==> config.mk <==
export PLATFORM = sky130hd
export DESIGN_NAME = gpr_wb_sched
export DESIGN_NICKNAME = d
export VERILOG_FILES = /design/src/rtl/gpr_wb_sched.sv
export SDC_FILE = /design/constraint.sdc
export NUM_CORES = 1
export LEC_CHECK = 0
export BUFFER_PORTS_ARGS = -buffer_cell sky130_fd_sc_hd__buf_2
export CAP_MARGIN = 30
export CORE_ASPECT_RATIO = 0.6
export CORE_MARGIN = 10
export CORE_UTILIZATION = 30
export DETAILED_ROUTE_END_ITERATION = 10
export PLACE_DENSITY = 0.66
export SYNTH_ARGS = -nofsm -noshare
export SYNTH_HDL_FRONTEND = slang
export SYNTH_SLANG_ARGS = --single-unit
==> constraint.sdc <==
create_clock -name clk -period 2 [get_ports clk]
set_input_delay 0.1 -clock clk [delete_from_list [all_inputs] [get_ports clk]]
set_output_delay 0.1 -clock clk [all_outputs]
set_load 0.005 [all_outputs]
==> src/rtl/gpr_wb_sched.sv <==
// GPR write-back scheduler: init sweep R[i]=i, then a PERIOD-cycle frame with one round-robin write slot.
// Latency 1 cycle accept->gpr_we; requesters are held off (ready low) outside WR_PHASE and while not granted.
module gpr_wb_sched #(
  parameter int PERIOD       = 6,
  parameter int RD_PHASE     = 2,
  parameter int WR_PHASE     = 5,
  parameter bit INIT_EN      = 1'b1,
  parameter bit ZERO_PROTECT = 1'b1
) (
  input  logic        clk,
  input  logic        reset,
  input  logic        req0_valid,
  input  logic [4:0]  req0_addr,
  input  logic [31:0] req0_data,
  output logic        req0_ready,
  input  logic        req1_valid,
  input  logic [4:0]  req1_addr,
  input  logic [31:0] req1_data,
  output logic        req1_ready,
  output logic        gpr_we,
  output logic [4:0]  gpr_wa,
  output logic [31:0] gpr_wd,
  output logic        rd_strobe,
  output logic [2:0]  phase,
  output logic        init_done
);

  typedef enum logic {S_INIT, S_RUN} state_t;

  localparam logic [2:0] RD_P   = 3'(RD_PHASE);
  localparam logic [2:0] WR_P   = 3'(WR_PHASE);
  localparam logic [2:0] LAST_P = 3'(PERIOD - 1);

  state_t      state, state_nxt;
  logic [4:0]  idx;
  logic        last_grant;
  logic        grant;
  logic        xfer;
  logic [4:0]  win_addr;
  logic [31:0] win_data;

  always_comb begin
    state_nxt  = state;
    grant      = 1'b0;
    req0_ready = 1'b0;
    req1_ready = 1'b0;
    rd_strobe  = 1'b0;
    case (state)
      S_INIT: if (idx == 5'd31) state_nxt = S_RUN;
      S_RUN: begin
        rd_strobe = (phase == RD_P);
        if (req0_valid && req1_valid) grant = ~last_grant;
        else                          grant = req1_valid;
        // ready is masked during reset so an aborted cycle never looks like a handshake
        if (phase == WR_P && !reset) begin
          req0_ready = req0_valid && !grant;
          req1_ready = req1_valid && grant;
        end
      end
      default: state_nxt = S_INIT;
    endcase
    xfer     = req0_ready || req1_ready;
    win_addr = grant ? req1_addr : req0_addr;
    win_data = grant ? req1_data : req0_data;
  end

  always_ff @(posedge clk) begin
    if (reset) state <= INIT_EN ? S_INIT : S_RUN;
    else       state <= state_nxt;
  end

  always_ff @(posedge clk) begin
    if (reset) begin
      idx        <= 5'd0;
      phase      <= 3'd0;
      last_grant <= 1'b1;
      gpr_we     <= 1'b0;
      gpr_wa     <= 5'd0;
      gpr_wd     <= 32'd0;
      init_done  <= !INIT_EN;
    end else if (state == S_INIT) begin
      gpr_we <= 1'b1;
      gpr_wa <= idx;
      gpr_wd <= {27'b0, idx};
      idx    <= idx + 5'd1;
      phase  <= 3'd0;
      if (idx == 5'd31) init_done <= 1'b1;
    end else begin
      phase  <= (phase == LAST_P) ? 3'd0 : phase + 3'd1;
      gpr_we <= 1'b0;
      if (xfer) begin
        last_grant <= grant;
        // R0 is hard-wired: the handshake completes but nothing is written
        if (!(ZERO_PROTECT && win_addr == 5'd0)) begin
          gpr_we <= 1'b1;
          gpr_wa <= win_addr;
          gpr_wd <= win_data;
        end
      end
    end
  end

endmodule

==> metrics.md <==
| Metric | Value |
|---|---|
| Outcome | `complete, no violations` |
| Final hold violation count | `0` |
| Antenna diodes | `0` |
| Vias in the first global route | `between 2k and 3k` |
| Placed Instances | `approximately 500` |
| Max FO, Critical Path | `33` |
| #FFs+latches synth | `49` |
| Grt total ovfl | `0` |
| Skew-Pair Late Insertion Delay | `around 0.29 ns` |
| Clock root buffer | `clkbuf_16` |
| NetSw | `0.448 mW` |
| Worst-case reg-to-reg path depth | `7` |
| Avg Inst Size Synth | `9.58 um2` |
| Die Span Y | `between 90 and 100 um` |
| RSZ-0062 raised after global routing | `no` |
| WL met1 | `approximately 4200 um` |
| Worst r2r src | `phase[1]$_SDFF_PP0_` |
| R2r setup slk | `~0.15 ns` |
| Global-route wire length before repair | `14100 um` |
| Ys Warns | `0` |
| Crit path required time | `2.17 ns` |
| Commonest non-fill, non-tap cell in the layout | `buf_2` |
| Post-route setup slack | `between 0.1 and 0.15 ns` |
| P&R area growth vs syn | `37.2%` |
| GRT Util Overall | `0.130` |
| Finished Core Util | `0.430` |
| Design area | `around 3700 um2` |
| Die ar. | `13400 um2` |
| Power consumption | `just over 2 mW` |
| P_leak | `about 1.9 nW` |
| Met2 wire length | `3870 um` |
| Post-CTS Setup Bufs | `0` |
| Via Count | `~2.7k` |
| Clock Sinks | `49` |
| Net count reported at finish | `just under 500` |
| Post-synth EDFFs | `0` |
| DR WL/cell | `between 15 and 20 um` |
| Syn Std Cell Area | `approximately 2700 um2` |
| Hold Crit Start | `req0_data[7]` |
| Clk network pwr share | `0.429` |
| Routed met3 length | `925 um` |
| Syn nets | `~370` |
| Reg-to-reg endpoint | `gpr_wa[2]$_SDFFE_PP0P_` |
| Setup_tns | `0 ns` |
| GPL Wtd Cong | `between 0.7 and 0.8` |
| Final wirelength | `9010 um` |
| Core Footprint | `about 8700 um2` |
| TritonRoute pass-1 iters | `4` |
| Worst Hold End | `gpr_wd[7]$_SDFFE_PP0P_` |
| Slew Viols, Final | `0` |
| Yosys cell types | `42` |
| Comb pwr share | `0.090` |
| Hold WC Path Type | `primary input to register` |
| Hold-fix buffers, CTS | `0` |
| Initial core utilization | `0.313` |
| Starting DRT DRC Count | `124` |
| Top_reg_cell synth | `dfxtp_1` |
| Highest routed layer | `met4` |
| CTS HTree Levels | `2` |
| Row count | `26` |
| Io pins | `about 120` |
| Setup crit end kind | `register` |
| Asr flop ratio synth | `0` |
| Worst endpoint data arrival time | `~2.0 ns` |
| Critical path type | `register to register` |
| Final period util | `0.925` |
| CTS max path bufs | `2` |
| Setup violators final | `0` |
| Worst-path clk slew | `approximately 0.07 ns` |
| P_int | `~1.6 mW` |
| Num CTS Buffers | `5` |
| Cell Area, Placed | `between 3000 and 4000 um2` |
| Hold_ws | `roughly 0.16 ns` |
| Seq/Total Area, Yosys | `0.360` |
| Non-filler cells, final | `~520` |
| Total of max-cap violations | `0` |
| Initial antenna violation count | `0` |
| Layout cell share with drive strength beyond 1 | `0.467` |
| Fmax | `about 540 MHz` |
| Fin crit period | `about 1.9 ns` |
| Worst slew margin | `0.517` |
| Vias per cell | `approximately 5` |
| Clk_skew | `between 0.006 and 0.007 ns` |
| Hold Path Stages | `3` |
| Worst Max-Slew Pin Slew | `0.721 ns` |
| Worst setup SP type | `register` |
| Final ANT Viol Nets | `0` |
| Most frequent cells in the layout | `buf_2 (122), dfxtp_1 (49), mux2_2 (32)` |
| Switch share | `0.216` |
| DRC violations left | `0` |
| Cell count after synthesis | `284` |
| Pwr dens | `556 nW/um2` |
| CTS tree | `yes` |
| Port Buf Inserts | `122` |
| Maximum vdd drop | `0.000266 V` |
| Post-DP HPWL | `just over 7000 um` |
| Seq pwr share | `0.481` |
| Die W | `143 um` |
| Worst slack at placement | `-0.0249 ns` |
| Pin count of the biggest net entering global routing | `34` |
[logic make-up (layout without fill, tap and decap cells)]
family,Yosys count,count (layout),share of synthesized area
XOR/XNOR,3,3,0.00966
AND/OR/NAND/NOR,45,45,0.0952
multiplexers,35,35,0.143
AO/OA/AOI/OAI,92,92,0.286
buffers and inverters,55,180,0.0818
flip-flops,49,49,0.360
adder cells (fa/ha/maj),5,5,0.0230
[layer usage]
| metal | vias up | track usage |
|---|---|---|
| met4 | 0 | 0.0179 |
| met3 | 5 | 0.0495 |
| met1 | 1252 | 0.174 |
| li1 | 1304 | - |
| met2 | 95 | 0.197 |
| met5 | - | 0 |
[critical path, cell delays in order, from the launching register on]
cell	delay [ns]
dfxtp_1	0.31
inv_1	0.06
ha_1	0.17
nand2_1	0.09
or3_1	0.43
buf_12	0.20
o311ai_0	0.34
a31oi_1	0.12
[worst max path at each step]
stage	startpoint	to	slack, ns	cells after the start
floorplan	phase[0]$_SDFF_PP0_	gpr_wa[1]$_SDFFE_PP0P_	0.15	7
finish	phase[1]$_SDFF_PP0_	gpr_wa[2]$_SDFFE_PP0P_	0.15	7
CTS	phase[1]$_SDFF_PP0_	gpr_wa[3]$_SDFFE_PP0P_	0.10	7
global placement	phase[1]$_SDFF_PP0_	gpr_wd[1]$_SDFFE_PP0P_	0.17	6
detailed placement	phase[1]$_SDFF_PP0_	gpr_wd[2]$_SDFFE_PP0P_	-0.02	6
global route	phase[1]$_SDFF_PP0_	gpr_wa[4]$_SDFFE_PP0P_	0.02	7
[what timing repair did]
| item | CTS | global route |
|---|---|---|
| pin swaps | 0 | 0 |
| gates resized for setup | 1 | 1 |
| cloned | 0 | 0 |
| endpoints found under the setup margin | 2 | 1 |
[Yosys cell counts (all sizes together), types with 2 or more instances]
| master | count | area share |
|---|---|---|
| nor3 | 3 | 0.0055 |
| nand2 | 8 | 0.012 |
| buf | 7 | 0.016 |
| or4 | 2 | 0.0069 |
| a21oi | 2 | 0.0037 |
| o21ai | 6 | 0.015 |
| dfxtp | 49 | 0.36 |
| nor2 | 14 | 0.019 |
| and3 | 6 | 0.014 |
| o31ai | 27 | 0.074 |
| xor2 | 2 | 0.0064 |
| o311ai | 5 | 0.016 |
| mux2 | 32 | 0.13 |
| o221ai | 5 | 0.016 |
| o211a | 28 | 0.11 |
| ha | 5 | 0.023 |
| nor4b | 2 | 0.012 |
| mux2i | 3 | 0.011 |
| a31oi | 5 | 0.011 |
| a21boi | 6 | 0.017 |
| o2111ai | 5 | 0.016 |
| inv | 30 | 0.041 |
| clkbuf | 18 | 0.025 |
| nand3b | 5 | 0.014 |
[state kept, by name (all words and copies together) (netlist names)]
| signal | flops |
|---|---|
| last_grant | 1 |
| init_done | 1 |
| phase | 3 |
| gpr_wd | 32 |
| gpr_wa | 5 |
| idx | 5 |
| gpr_we | 1 |
| state | 1 |
[power by group through the flow]
stage	combinational (mW)	clock, mW	sequential (mW)
after CTS	0.187	0.920	0.999
after floorplan	0.0761	0	1.02
final	0.186	0.890	0.999
after global placement	0.181	0	1.02
after detailed placement	0.186	0	1.02
after global routing	0.206	0.961	1.00
[cell type report]
cell class | count | area (um2)
multi-input cells | 180 | 1530
well taps | 112 | 140
inverters | 30 | 113
fillers | 871 | 4950
clock inverters | 1 | 5.00
flip-flops and latches | 49 | 981
repair buffers | 142 | 811
clock buffers | 7 | 153
Note: power is estimated with default switching activity, not from simulation.
